`src/rtl/dmem_pkg.sv`:
```
// Shared types and constants for the MEM-stage data memory unit.
// Holds the FSM state encoding, RISC-V funct3 size/sign codes and the AXI field values.
// No logic; only a helper that turns a funct3 size code into a byte count.
package dmem_pkg;

    typedef enum logic [2:0] {
        ST_IDLE    = 3'd0,
        ST_RD_ADDR = 3'd1,
        ST_RD_DATA = 3'd2,
        ST_WR_REQ  = 3'd3,
        ST_WR_RESP = 3'd4,
        ST_DONE    = 3'd5
    } dmem_state_t;

    typedef logic [2:0] mem_funct3_t;

    // Loads: low two bits give the size, bit 2 selects zero extension.
    localparam mem_funct3_t F3_LB  = 3'd0;
    localparam mem_funct3_t F3_LH  = 3'd1;
    localparam mem_funct3_t F3_LW  = 3'd2;
    localparam mem_funct3_t F3_LD  = 3'd3;
    localparam mem_funct3_t F3_LBU = 3'd4;
    localparam mem_funct3_t F3_LHU = 3'd5;
    localparam mem_funct3_t F3_LWU = 3'd6;

    // Stores: only the size codes exist.
    localparam mem_funct3_t F3_SB  = 3'd0;
    localparam mem_funct3_t F3_SH  = 3'd1;
    localparam mem_funct3_t F3_SW  = 3'd2;
    localparam mem_funct3_t F3_SD  = 3'd3;

    // Every access is one full 8-byte beat.
    localparam logic [1:0] BURST_INCR = 2'b01;
    localparam logic [2:0] SIZE_8B    = 3'b011;

    // Access size in bytes (1, 2, 4 or 8).
    function automatic logic [3:0] size_bytes(input logic [1:0] size_code);
        return 4'd1 << size_code;
    endfunction

endpackage

```
`src/rtl/dmem_align.sv`:
```
// Byte-lane alignment for one 64-bit beat: load extraction, store shift, strobes, misalign.
// Latency: purely combinational, zero cycles.
// Backpressure: none; outputs follow inputs.
module dmem_align
    import dmem_pkg::*;
(
    input  logic [2:0]  funct3,
    input  logic [2:0]  offset,
    input  logic [63:0] rdata,
    input  logic [63:0] wdata,
    output logic [63:0] load_data,
    output logic [63:0] wdata_aligned,
    output logic [7:0]  wstrb,
    output logic        misalign
);

    logic [3:0]  size;
    logic [63:0] shifted;
    logic [7:0]  strb_base;

    assign size          = size_bytes(funct3[1:0]);
    assign misalign      = (({1'b0, offset} & (size - 4'd1)) != 4'd0);
    assign shifted       = rdata >> {offset, 3'b000};
    assign wdata_aligned = wdata << {offset, 3'b000};
    assign wstrb         = strb_base << offset;

    // Pick the addressed field out of the shifted beat and extend it.
    always_comb begin
        load_data = '0;
        case (funct3)
            F3_LB:   load_data = {{56{shifted[7]}},  shifted[7:0]};
            F3_LH:   load_data = {{48{shifted[15]}}, shifted[15:0]};
            F3_LW:   load_data = {{32{shifted[31]}}, shifted[31:0]};
            F3_LD:   load_data = shifted;
            F3_LBU:  load_data = {56'd0, shifted[7:0]};
            F3_LHU:  load_data = {48'd0, shifted[15:0]};
            F3_LWU:  load_data = {32'd0, shifted[31:0]};
            default: load_data = '0;
        endcase
    end

    // Strobe pattern for the access size before moving it to the byte offset.
    always_comb begin
        strb_base = 8'h00;
        case ({1'b0, funct3[1:0]})
            F3_SB:   strb_base = 8'h01;
            F3_SH:   strb_base = 8'h03;
            F3_SW:   strb_base = 8'h0F;
            F3_SD:   strb_base = 8'hFF;
            default: strb_base = 8'h00;
        endcase
    end

endmodule

```
`src/rtl/dmem_stage.sv`:
```
// MEM-stage data memory unit: one RISC-V load/store per request as a single-beat AXI transaction.
// Latency: 3 cycles minimum for loads and stores (request to resp_valid); 1 cycle for rejected requests.
// Backpressure: stall holds the pipeline until the DONE cycle; AXI valids wait on their readies.
module dmem_stage
    import dmem_pkg::*;
#(
    parameter int ID_WIDTH   = 13,
    parameter int ADDR_WIDTH = 64,
    parameter int DATA_WIDTH = 64,
    parameter int AXI_ID     = 1
) (
    input  logic                    clk,
    input  logic                    reset,
    input  logic                    req_valid,
    input  logic                    req_load,
    input  logic                    req_store,
    input  logic [2:0]              req_funct3,
    input  logic [63:0]             req_addr,
    input  logic [63:0]             req_wdata,
    output logic                    stall,
    output logic                    resp_valid,
    output logic [63:0]             resp_data,
    output logic                    resp_err,
    output logic [ID_WIDTH-1:0]     m_axi_arid,
    output logic [ADDR_WIDTH-1:0]   m_axi_araddr,
    output logic [7:0]              m_axi_arlen,
    output logic [2:0]              m_axi_arsize,
    output logic [1:0]              m_axi_arburst,
    output logic                    m_axi_arvalid,
    input  logic                    m_axi_arready,
    input  logic [ID_WIDTH-1:0]     m_axi_rid,
    input  logic [DATA_WIDTH-1:0]   m_axi_rdata,
    input  logic [1:0]              m_axi_rresp,
    input  logic                    m_axi_rlast,
    input  logic                    m_axi_rvalid,
    output logic                    m_axi_rready,
    output logic [ID_WIDTH-1:0]     m_axi_awid,
    output logic [ADDR_WIDTH-1:0]   m_axi_awaddr,
    output logic [7:0]              m_axi_awlen,
    output logic [2:0]              m_axi_awsize,
    output logic [1:0]              m_axi_awburst,
    output logic                    m_axi_awvalid,
    input  logic                    m_axi_awready,
    output logic [DATA_WIDTH-1:0]   m_axi_wdata,
    output logic [DATA_WIDTH/8-1:0] m_axi_wstrb,
    output logic                    m_axi_wlast,
    output logic                    m_axi_wvalid,
    input  logic                    m_axi_wready,
    input  logic [ID_WIDTH-1:0]     m_axi_bid,
    input  logic [1:0]              m_axi_bresp,
    input  logic                    m_axi_bvalid,
    output logic                    m_axi_bready
);

    localparam logic [ID_WIDTH-1:0] ID_VAL = ID_WIDTH'(AXI_ID);

    dmem_state_t state;
    logic [63:0] lat_addr;
    logic [63:0] lat_wdata;
    logic [2:0]  lat_funct3;
    logic        aw_done;
    logic        w_done;

    logic        req_fire;
    logic        req_err;
    logic [2:0]  al_funct3;
    logic [2:0]  al_offset;
    logic [63:0] load_data;
    logic [63:0] wdata_aligned;
    logic [7:0]  wstrb;
    logic        misalign;
    logic        unused_sigs;

    // Only one transaction is ever outstanding, so the returned IDs and rlast carry no information.
    assign unused_sigs = ^{m_axi_rid, m_axi_bid, m_axi_rlast};

    assign req_fire = req_valid & (req_load | req_store);
    assign stall    = req_fire & (state != ST_DONE);

    // In IDLE the aligner checks the incoming request; afterwards it works on the latched copy.
    assign al_funct3 = (state == ST_IDLE) ? req_funct3    : lat_funct3;
    assign al_offset = (state == ST_IDLE) ? req_addr[2:0] : lat_addr[2:0];

    assign req_err = misalign | (req_funct3 == 3'd7) | (req_store & req_funct3[2]) | (req_load & req_store);

    dmem_align u_align (
        .funct3        (al_funct3),
        .offset        (al_offset),
        .rdata         (m_axi_rdata),
        .wdata         (lat_wdata),
        .load_data     (load_data),
        .wdata_aligned (wdata_aligned),
        .wstrb         (wstrb),
        .misalign      (misalign)
    );

    assign resp_valid    = (state == ST_DONE);

    assign m_axi_arid    = ID_VAL;
    assign m_axi_araddr  = ADDR_WIDTH'({lat_addr[63:3], 3'b000});
    assign m_axi_arlen   = 8'd0;
    assign m_axi_arsize  = SIZE_8B;
    assign m_axi_arburst = BURST_INCR;
    assign m_axi_arvalid = (state == ST_RD_ADDR);
    assign m_axi_rready  = (state == ST_RD_DATA);

    assign m_axi_awid    = ID_VAL;
    assign m_axi_awaddr  = ADDR_WIDTH'({lat_addr[63:3], 3'b000});
    assign m_axi_awlen   = 8'd0;
    assign m_axi_awsize  = SIZE_8B;
    assign m_axi_awburst = BURST_INCR;
    assign m_axi_awvalid = (state == ST_WR_REQ) & ~aw_done;
    assign m_axi_wdata   = wdata_aligned;
    assign m_axi_wstrb   = wstrb;
    assign m_axi_wlast   = 1'b1;
    assign m_axi_wvalid  = (state == ST_WR_REQ) & ~w_done;
    assign m_axi_bready  = (state == ST_WR_RESP);

    // Access sequencer: accept in IDLE, run the AXI handshakes, report for exactly one DONE cycle.
    always_ff @(posedge clk) begin
        if (reset) begin
            state      <= ST_IDLE;
            lat_addr   <= '0;
            lat_wdata  <= '0;
            lat_funct3 <= '0;
            aw_done    <= 1'b0;
            w_done     <= 1'b0;
            resp_data  <= '0;
            resp_err   <= 1'b0;
        end else begin
            case (state)
                ST_IDLE: begin
                    if (req_fire) begin
                        lat_addr   <= req_addr;
                        lat_wdata  <= req_wdata;
                        lat_funct3 <= req_funct3;
                        aw_done    <= 1'b0;
                        w_done     <= 1'b0;
                        resp_data  <= '0;
                        resp_err   <= req_err;
                        if (req_err) begin
                            state <= ST_DONE;
                        end else if (req_load) begin
                            state <= ST_RD_ADDR;
                        end else begin
                            state <= ST_WR_REQ;
                        end
                    end
                end
                ST_RD_ADDR: begin
                    if (m_axi_arready) begin
                        state <= ST_RD_DATA;
                    end
                end
                ST_RD_DATA: begin
                    if (m_axi_rvalid) begin
                        resp_err  <= (m_axi_rresp != 2'b00);
                        resp_data <= (m_axi_rresp == 2'b00) ? load_data : '0;
                        state     <= ST_DONE;
                    end
                end
                ST_WR_REQ: begin
                    if (m_axi_awready) begin
                        aw_done <= 1'b1;
                    end
                    if (m_axi_wready) begin
                        w_done <= 1'b1;
                    end
                    if ((aw_done | m_axi_awready) & (w_done | m_axi_wready)) begin
                        state <= ST_WR_RESP;
                    end
                end
                ST_WR_RESP: begin
                    if (m_axi_bvalid) begin
                        resp_err <= (m_axi_bresp != 2'b00);
                        state    <= ST_DONE;
                    end
                end
                ST_DONE: begin
                    state <= ST_IDLE;
                end
                default: begin
                    state <= ST_IDLE;
                end
            endcase
        end
    end

endmodule

```
`config.mk`:
```
export PLATFORM = sky130hd
export DESIGN_NAME = dmem_stage
export DESIGN_NICKNAME = d
export VERILOG_FILES = /design/src/rtl/dmem_pkg.sv /design/src/rtl/dmem_align.sv /design/src/rtl/dmem_stage.sv
export SDC_FILE = /design/constraint.sdc
export NUM_CORES = 1
export LEC_CHECK = 0
export ABC_AREA = 1
export BUFFER_PORTS_ARGS = -buffer_cell sky130_fd_sc_hd__buf_2
export CAP_MARGIN = 40
export CORE_AREA = 2 2 218 220
export CTS_CLUSTER_SIZE = 10
export DETAILED_ROUTE_END_ITERATION = 10
export DIE_AREA = 0 0 220 222
export GPL_ROUTABILITY_DRIVEN = 0
export PLACE_DENSITY_LB_ADDON = 0.25
export SLEW_MARGIN = 20
export SYNTH_ARGS = -nofsm -noshare
export SYNTH_HDL_FRONTEND = slang
export SYNTH_SLANG_ARGS = --single-unit
```
`constraint.sdc`:
```
create_clock -name clk -period 1.98 [get_ports clk]
set_clock_uncertainty 0.05 [all_clocks]
set_input_delay 0.099 -clock clk [delete_from_list [all_inputs] [get_ports clk]]
set_output_delay 0.099 -clock clk [all_outputs]
set_load 0.02 [all_outputs]
```
== Word level (Yosys, flattened, before mapping) ==
Index checks and enable logic that the tools add are counted.

* Shift-type cells: 4
* Mux-type cells: 25
* Add/subtract/negate cells: 1
* Reduce and logical (&&, ||, !) cells: 16
* Bitwise logic cells: 16
* Eq/ne operators: 23

{| class="wikitable"
|+ Operators by type and width
! kind !! number
|-
| $pmux 64 s7 || 1
|-
| $mux 64 || 3
|-
| $pmux 64 s2 || 1
|-
| $shl 64x6->64 || 1
|-
| $shr 64x6->64 || 1
|-
| $pmux 8 s4 || 1
|-
| $mux 3 || 8
|-
| $eq 3x3->1 const B || 6
|-
| $pmux 3 s5 || 1
|-
| $eq 3x2->1 const B || 4
|-
| $ne 2x2->1 const B || 5
|-
| $reduce_and 3->1 || 3
|-
| $reduce_bool 2->1 || 4
|-
| $shl 8x3->8 || 1
|-
| $and 1x1->1 || 7
|-
| $eq 3x1->1 const B || 2
|-
| $logic_not 3->1 || 2
|-
| $mux 1 || 6
|-
| $or 1x1->1 || 6
|-
| $reduce_and 5->1 || 1
|-
| $and 3x4->4 || 1
|-
| $eq 2x2->1 const B || 2
|-
| $logic_not 2->1 || 2
|-
| $ne 2x1->1 const B || 2
|-
| 12 further kinds || 14
|}

* Output and inout port bits: 325
* Word-level logic and storage cells: 93
* Flip-flop bits (word level): 201

== Depth between registers and ports, before layout ==
Gate-level depths: netlist of the first run.

* Word-level depth: 12
* Gate-level depth with buffers: 15

== Hierarchy ==
From an unflattened synthesis of the first run, not the netlist that was laid out.

* Cell total of the unflattened synthesis: 2,126
* Area total of the unflattened synthesis: 13,198.9 um2

{| class="wikitable"
|+ By module, submodules not included
! module !! instances !! area an instance (um2) !! cells an instance
|-
| dmem_stage || 1 || 9,187.6 || 1,272
|-
| dmem_align || 1 || 4,011.3 || 854
|}

== Worst setup path after synthesis of the first run ==
OpenSTA, ideal clock, no wires.

* Path kind: reg2out
* Start point: register state[0]
* End point: output m_axi_wdata[46]
* Path buffers: 3
* Required time: 1.831 ns
* Cell stages (with the launch flop): 12
* Data arrival time: 2.061 ns
* Setup slack: -0.230 ns
* Path through: dfxtp_1 -> nor2_4 -> nand2_4 -> nand2_2 -> nand2_1 -> buf_6 -> buf_4 -> buf_2 -> nand2_1 -> o21ai_0 -> or2_2 -> o21ai_0

* Cells in the longest elaborated chain, start to end: 3

{| class="wikitable"
|+ Ends and longest elaborated chain
! item !! line !! source
|-
| start: declaration || dmem_stage.sv:57 || <nowiki>dmem_state_t state;</nowiki>
|-
| start signal: assignment || dmem_stage.sv:122 || <nowiki>state <= ST_IDLE;</nowiki>
|-
| start signal: assignment || dmem_stage.sv:142 || <nowiki>state <= ST_DONE;</nowiki>
|-
| start signal: assignment || dmem_stage.sv:144 || <nowiki>state <= ST_RD_ADDR;</nowiki>
|-
| $logic_not 3->1 || dmem_stage.sv:82 || <nowiki>assign al_offset = (state == ST_IDLE) ? req_addr[2:0] : lat_addr[2:0];</nowiki>
|-
| $mux 3 || dmem_stage.sv:82 ||
|-
| $shl 64x6->64 || dmem_align.sv:24 || <nowiki>assign wdata_aligned = wdata << {offset, 3'b000};</nowiki>
|-
| end: declaration || dmem_stage.sv:44 || <nowiki>output logic [DATA_WIDTH-1:0] m_axi_wdata,</nowiki>
|}

Every way passes these cells.

== Worst setup path in the final report of the first run ==
* Start point: register state[0]
* End point: output m_axi_wdata[48]

The elaborated chain is that of the path after synthesis.

==> out/results.txt, run 1 <==
startpoint types - register
final worst slack - -0.694 ns
endpoints failing setup - 268
top cells by count, synth - nand2_1, o21ai_0, nor2_1, dfxtp_1, buf_4
worst slew margin relative to its limit - 0.397
total number of vias - 16.2k
sequential fraction of the synthesis area - 0.319
peak fanout along the critical path - 7
worst slew pin tran - 0.904 ns
unrepaired setup endpoints after global routing - true
Crit Path Class - register to output port
DP HPWL - 41500 µm
final wirelength - 62100 µm
dpl ws - -0.388 ns
FF+latch count, synth - 201
yosys warns - 0
Top Layer Used - met5
DRC - 0
initial antenna violation count - 9
post-route ant nets - 0
WL per Instance - 18.9 µm
EDFF count, synth - 0
GRT Total Usage - 0.235
mapped cell area - 12600 µm²
largest net degree at the start of global routing - 68
Clock Sinks - 201
CP Data Required Time - 1.83 ns
root buf cell - clkbuf_16
post-synth top area share - 0.319
asr flop ratio synth - 0
Inserted Clock Buffers - 27
share of layout cells above drive strength 1 - 0.408
first-pass GRT wire length - 89500 µm
CP arrival - 2.53 ns
Clock Tree Buf Depth - 3
Area contributors post-synth - dfxtp_1, nand2_1, buf_4
vias in the first global route - 15.6k
filler instances - 4397
Primary FF master, synth - dfxtp_1
Yosys cell types - 39
Leak Pwr - 0.0104 µW
Maximum Capacitance Violations - 0
CTS clk-pin slew, worst paths - 0.05 ns
Critical Path End Type - output port
hold wc startpoint - m_axi_rdata[10]
post-route cell area - 21800 µm²
Starting DRT DRC Count - 1100
run status - finished with violations
FP Rows - 79
H-Tree Depth - 1
period utilization - 1.35
cells after synthesis - 1981
core box area - 46300 µm²
DR pass1 iterations - 6
Max Freq - 374 MHz
I/O Buffers - 474
Nets - 2890
met2 WL - 30300 µm
Starting Density - 0.273
clk_lat worst skew - 0.57 ns
Worst VDD drop - 0.923 mV
total congestion overflow - 0
die area - 48800 µm²
min Tclk post-route - 2.67 ns
Vias/cell - 4.95
failing checks - setup timing
max-slew violations - 0
Die Y - 222 µm
dominant cell type by area after synthesis - dfxtp_1
Setup crit start - state[0]
top-count cell post-synth - nand2_1
met3 wire len - 5110 µm
Pwr Density - 1990 nW/µm²
Hold Vio Cnt, Final - 0
io pins - 561
M1 WL - 23400 µm
TNS Setup - -73.55 ns
worst hold path class - primary input to register
Total Power Consumption - 43300 µW
width of the die - 220 µm
Synth Area per Inst - 6.37 µm²
CTS tree - done
Reg2Reg Launch Point - state[0]
post-placement cell area - 15700 µm²
Area Growth Syn to Fin - 72.6%
==> placed cells by master, fill, tap and decap left out, types with 24 or more instances in the layout <==
master / n
buf_2: 403
nand2_1: 371
nor2_1: 221
dfxtp_1: 198
buf_4: 166
o21ai_0: 154
dlygate4sd3_1: 154
buf_6: 106
a21oi_1: 101
nand3_1: 96
inv_1: 94
o21ai_2: 73
conb_1: 59
buf_12: 49
o21ai_1: 46
nand4_1: 37
clkbuf_16: 32
nand2_2: 31
nor2_4: 29
nand2_4: 25
o211ai_1: 25
nand3_2: 24
==> cells by family (layout without fill, tap and decap cells) <==
logic type             after synthesis  count (layout)  share of synthesized area
AO/OA/AOI/OAI                      459             459                      0.195
AND/OR/NAND/NOR                    880             881                      0.288
flip-flops                         201             201                      0.319
buffers and inverters              439            1067                      0.197
other                                2              65                   0.000595
==> registers in the layout, summed over array words and instances, names as in the netlist <==
name        flops
aw_done         1
lat_addr       64
lat_funct3      3
lat_wdata      64
resp_data      64
resp_err        1
state           3
w_done          1
==> final timing paths <==
kind	to	slack, ns	depth (start not counted)
max reg2reg	resp_data[47]	-0.44	16
max	m_axi_wdata[48]	-0.69	12
min	resp_data[2]	0.003	5
min reg2reg	resp_data[20]	0.41	2
==> per-layer routing <==
layer / vias to the layer above / global-route usage
met4: 6 / 0.102
met1: 7576 / 0.278
li1: 7630 / -
met5: - / 0
met2: 843 / 0.408
met3: 194 / 0.0471
==> metrics by stage <==
stage | std cells | utilization | hold WS, ns
floorplan | 2038 | - | 0.184
global placement | 2962 | 0.339 | 0.270
detailed placement | 2962 | 0.339 | 0.277
CTS | 3241 | 0.443 | 0.000890
global route | 3280 | 0.471 | 0.0655
finish | 3280 | 0.471 | 0.00338
==> worst max-delay path, stage by stage, from the launching register on <==
cell and delay, ns:
dfxtp_2 0.33, nor2_4 0.18, nand2_4 0.12, buf_6 0.14
o21ai_4 0.17, buf_12 0.18, buf_12 0.14, buf_12 0.13
buf_8 0.13, o22ai_1 0.08, nand2_1 0.14, o21ai_2 0.08
buf_6 0.13
==> where the power goes <==
| group | switching (µW) | internal [µW] |
|---|---|---|
| clock network | 1990 | 2930 |
| logic | 18000 | 14900 |
| registers | 621 | 4850 |
==> layout make-up <==
class	instances	area [µm²]	area share
timing repair buffer	912	7860	0.361
inverter	113	449	0.0206
multi-input combinational	1399	7810	0.359
antenna	6	15.0	0.000690
sequential	201	4030	0.185
clock buffer	32	714	0.0328
clock inverter	10	143	0.00655
tap	607	759	0.0349
==> what timing repair did <==
| action | CTS | global route |
|---|---|---|
| setup buffers | 66 | 36 |
| resized for setup | 403 | 267 |
| endpoints found under the setup margin | 198 | 275 |
| endpoints found under the hold margin | 150 | 1 |
| cloned | 24 | 5 |
| pin swaps | 63 | 86 |
| hold buffers | 153 | 1 |
Power figures use the tool's default switching activity.
==> inputs of run 2 (changes only) <==
Settings changed: CORE_AREA 2 2 218 220 to 2 2 219 221, DIE_AREA 0 0 220 222 to 0 0 221 223.
Clock period 1.98 ns to 3.2 ns, I/O delays scaled along.
==> run 2 against run 1 <==
Effect of this change: the run now ends clean; final cell count shrank 7.7%; non-clock buffer count shrank 255; global-route usage shrank 2.9 points; core utilization shrank 11 points; wire length shrank 13%; largest cell class is now multi-input combinational cells; largest power group unchanged.
==> out/results.txt, run 2 (synthesized netlist as in run 1, its figures left out) <==
worst hold path class - primary input to register (unchanged)
dpl ws - 0.396 ns (was -0.388 ns)
Crit path top cell by count - o21ai_0 (was buf_12)
worst reg-to-reg setup slack - 0.46 ns (was -0.44 ns)
first-pass GRT wire length - 80600 µm (was 89500 µm)
TNS Setup - 0 ns (was -73.55 ns)
I/O Buffers - 474 (unchanged)
Crit Path Class - register to output port (unchanged)
Worst Path Buf+Inv - 2 (was 6)
unrepaired setup endpoints after global routing - false (was true)
min Tclk post-route - 3.08 ns
Vias/cell - 4.84 (was 4.95)
Starting Density - 0.268 (was 0.273)
Nets - 2634 (was 2890)
H-Tree Depth - 1 (unchanged)
worst slew pin tran - 0.830 ns (was 0.904 ns)
total number of vias - 14.7k (was 16.2k)
core box area - 47100 µm² (was 46300 µm²)
CP max-delay cell - dfxtp_1 (was dfxtp_2)
delay-heaviest family, CP - simple AND/OR/NAND/NOR gates (was buffers and inverters)
GRT Total Usage - 0.206 (was 0.235)
DRC - 0 (unchanged)
largest net degree at the start of global routing - 93 (was 68)
root buf cell - clkbuf_16 (unchanged)
startpoint types - register (unchanged)
Area Growth Syn to Fin - 33.3% (was 72.6%)
DP HPWL - 38900 µm (was 41500 µm)
FP Rows - 80 (was 79)
Maximum Capacitance Violations - 0 (unchanged)
Starting DRT DRC Count - 970 (was 1100)
DR pass1 iterations - 5 (was 6)
WL per Instance - 17.7 µm (was 18.9 µm)
run status - complete, no violations (was finished with violations)
worst slew margin relative to its limit - 0.447 (was 0.397)
total congestion overflow - 0 (unchanged)
endpoints failing setup - 0 (was 268)
max incr delay on CP - 0.36 ns (was 0.33 ns)
peak fanout along the critical path - 35 (was 7)
max-slew violations - 0 (unchanged)
Clock Tree Buf Depth - 3 (unchanged)
Die Y - 223 µm (was 222 µm)
CTS clk-pin slew, worst paths - 0.05 ns (about the same)
CP Cell Sequence - nor2_4, nand3_1, nand2_8, buf_6, o21ai_0, or2_2, o21ai_0, buf_2 (was nor2_4, nand2_4, buf_6, o21ai_4, buf_12, buf_12, buf_12, buf_8, o22ai_1, nand2_1, o21ai_2, buf_6)
most common cell after layout, fill and taps aside - buf_2 (unchanged)
share of layout cells above drive strength 1 - 0.249 (was 0.408)
initial antenna violation count - 4 (was 9)
io pins - 561 (unchanged)
most frequent cells in the layout - buf_2, nand2_1, o21ai_0 (was buf_2, nand2_1, nor2_1)
Clock Sinks - 201 (unchanged)
post-route ant nets - 0 (unchanged)
vias in the first global route - 14.0k (was 15.6k)
Worst VDD drop - 0.571 mV (was 0.923 mV)
Hold Vio Cnt, Final - 0 (unchanged)
width of the die - 221 µm (was 220 µm)
Leak Pwr - 0.00825 µW (was 0.0104 µW)
clk_lat worst skew - 0.56 ns (was 0.57 ns)
Pwr Density - 1090 nW/µm² (was 1990 nW/µm²)
final wirelength - 53800 µm (was 62100 µm)
biggest regs - lat_addr (64), lat_wdata (64), resp_data (64) (unchanged)
period utilization - 0.962
die area - 49300 µm² (was 48800 µm²)
CTS tree - done (unchanged)
Inserted Clock Buffers - 27 (unchanged)
final worst slack - 0.122 ns (was -0.694 ns)
CP Data Required Time - 2.99 ns (was 1.83 ns)
Critical Path End Type - output port (unchanged)
CP arrival - 2.87 ns (was 2.53 ns)
Max Freq - 325 MHz
## run 2: cell types whose count changed in the layout (fill, tap and decap cells not counted), sizes merged
| cell | delta |
|---|---|
| inv | +1 |
| clkinvlp | -1 |
| nand2 | -1 |
| buf | -228 |
| dlygate4sd3 | -15 |
| diode | -4 |
| clkinv | -2 |
| clkbuf | -1 |
| bufbuf | -8 |
## run 2: area by class of cell
| class | instances | area [µm²] |
|---|---|---|
| multi-input cells | 1398 | 6410 |
| flip-flops and latches | 201 | 4020 |
| diodes | 2 | 5.00 |
| fillers | 5121 | 30300 |
| repair buffers | 657 | 4300 |
| clock inverters | 8 | 133 |
| well taps | 615 | 769 |
| inverters | 113 | 428 |
| clock buffers | 35 | 756 |
## run 2: worst min-delay path: stages
cell	delay (ns)
buf_2	0.13
nand3_1	0.08
nand4_1	0.09
nand2_1	0.07
a21oi_1	0.05
## run 2: power by group
group / internal [µW] / switching (µW) / leakage [µW]
Combinational: 3670 / 8190 / 0.00618
Sequential: 3000 / 335 / 0.00164
Clock: 1890 / 1200 / 0.000436
## run 2: worst paths after layout
check,start,endpoint,cells after the start
setup reg to reg,state[1],state[1],11
hold / removal,m_axi_rdata[63],resp_data[63],5
setup / recovery,state[1],m_axi_wdata[41],8
hold reg to reg,resp_data[5],resp_data[5],2
## run 2: layer usage
layer	GRT usage	part of all wire	vias up
li1	-	-	7075
met5	0	0.00050	-
met2	0.362	0.49	652
met1	0.249	0.40	6797
met4	0.0849	0.045	4
met3	0.0332	0.064	122
## run 2: through the flow
step / cells / cell area [µm²] / hold WS (ns) / utilization / power [µW]
6_report: 3029 / 16800 / 0.0310 / 0.357 / 18300
5_1_grt: 3029 / 16800 / 0.0608 / 0.357 / 19600
4_1_cts: 3026 / 16700 / 0.0115 / 0.355 / 18200
3_5_place_dp: 2839 / 14400 / 0.337 / 0.305 / 14700
3_3_place_gp: 2838 / 14300 / 0.331 / 0.304 / 14600
2_1_floorplan: 2038 / 12800 / 0.245 / - / 11600
## run 2: what timing repair did
item	in CTS	in global routing
endpoints found under the hold margin	137	0
gates resized for setup	4	10
pin swaps	2	0
gates cloned	1	1
hold buffers	139	0
setup endpoints to repair	27	21
buffers inserted	4	0
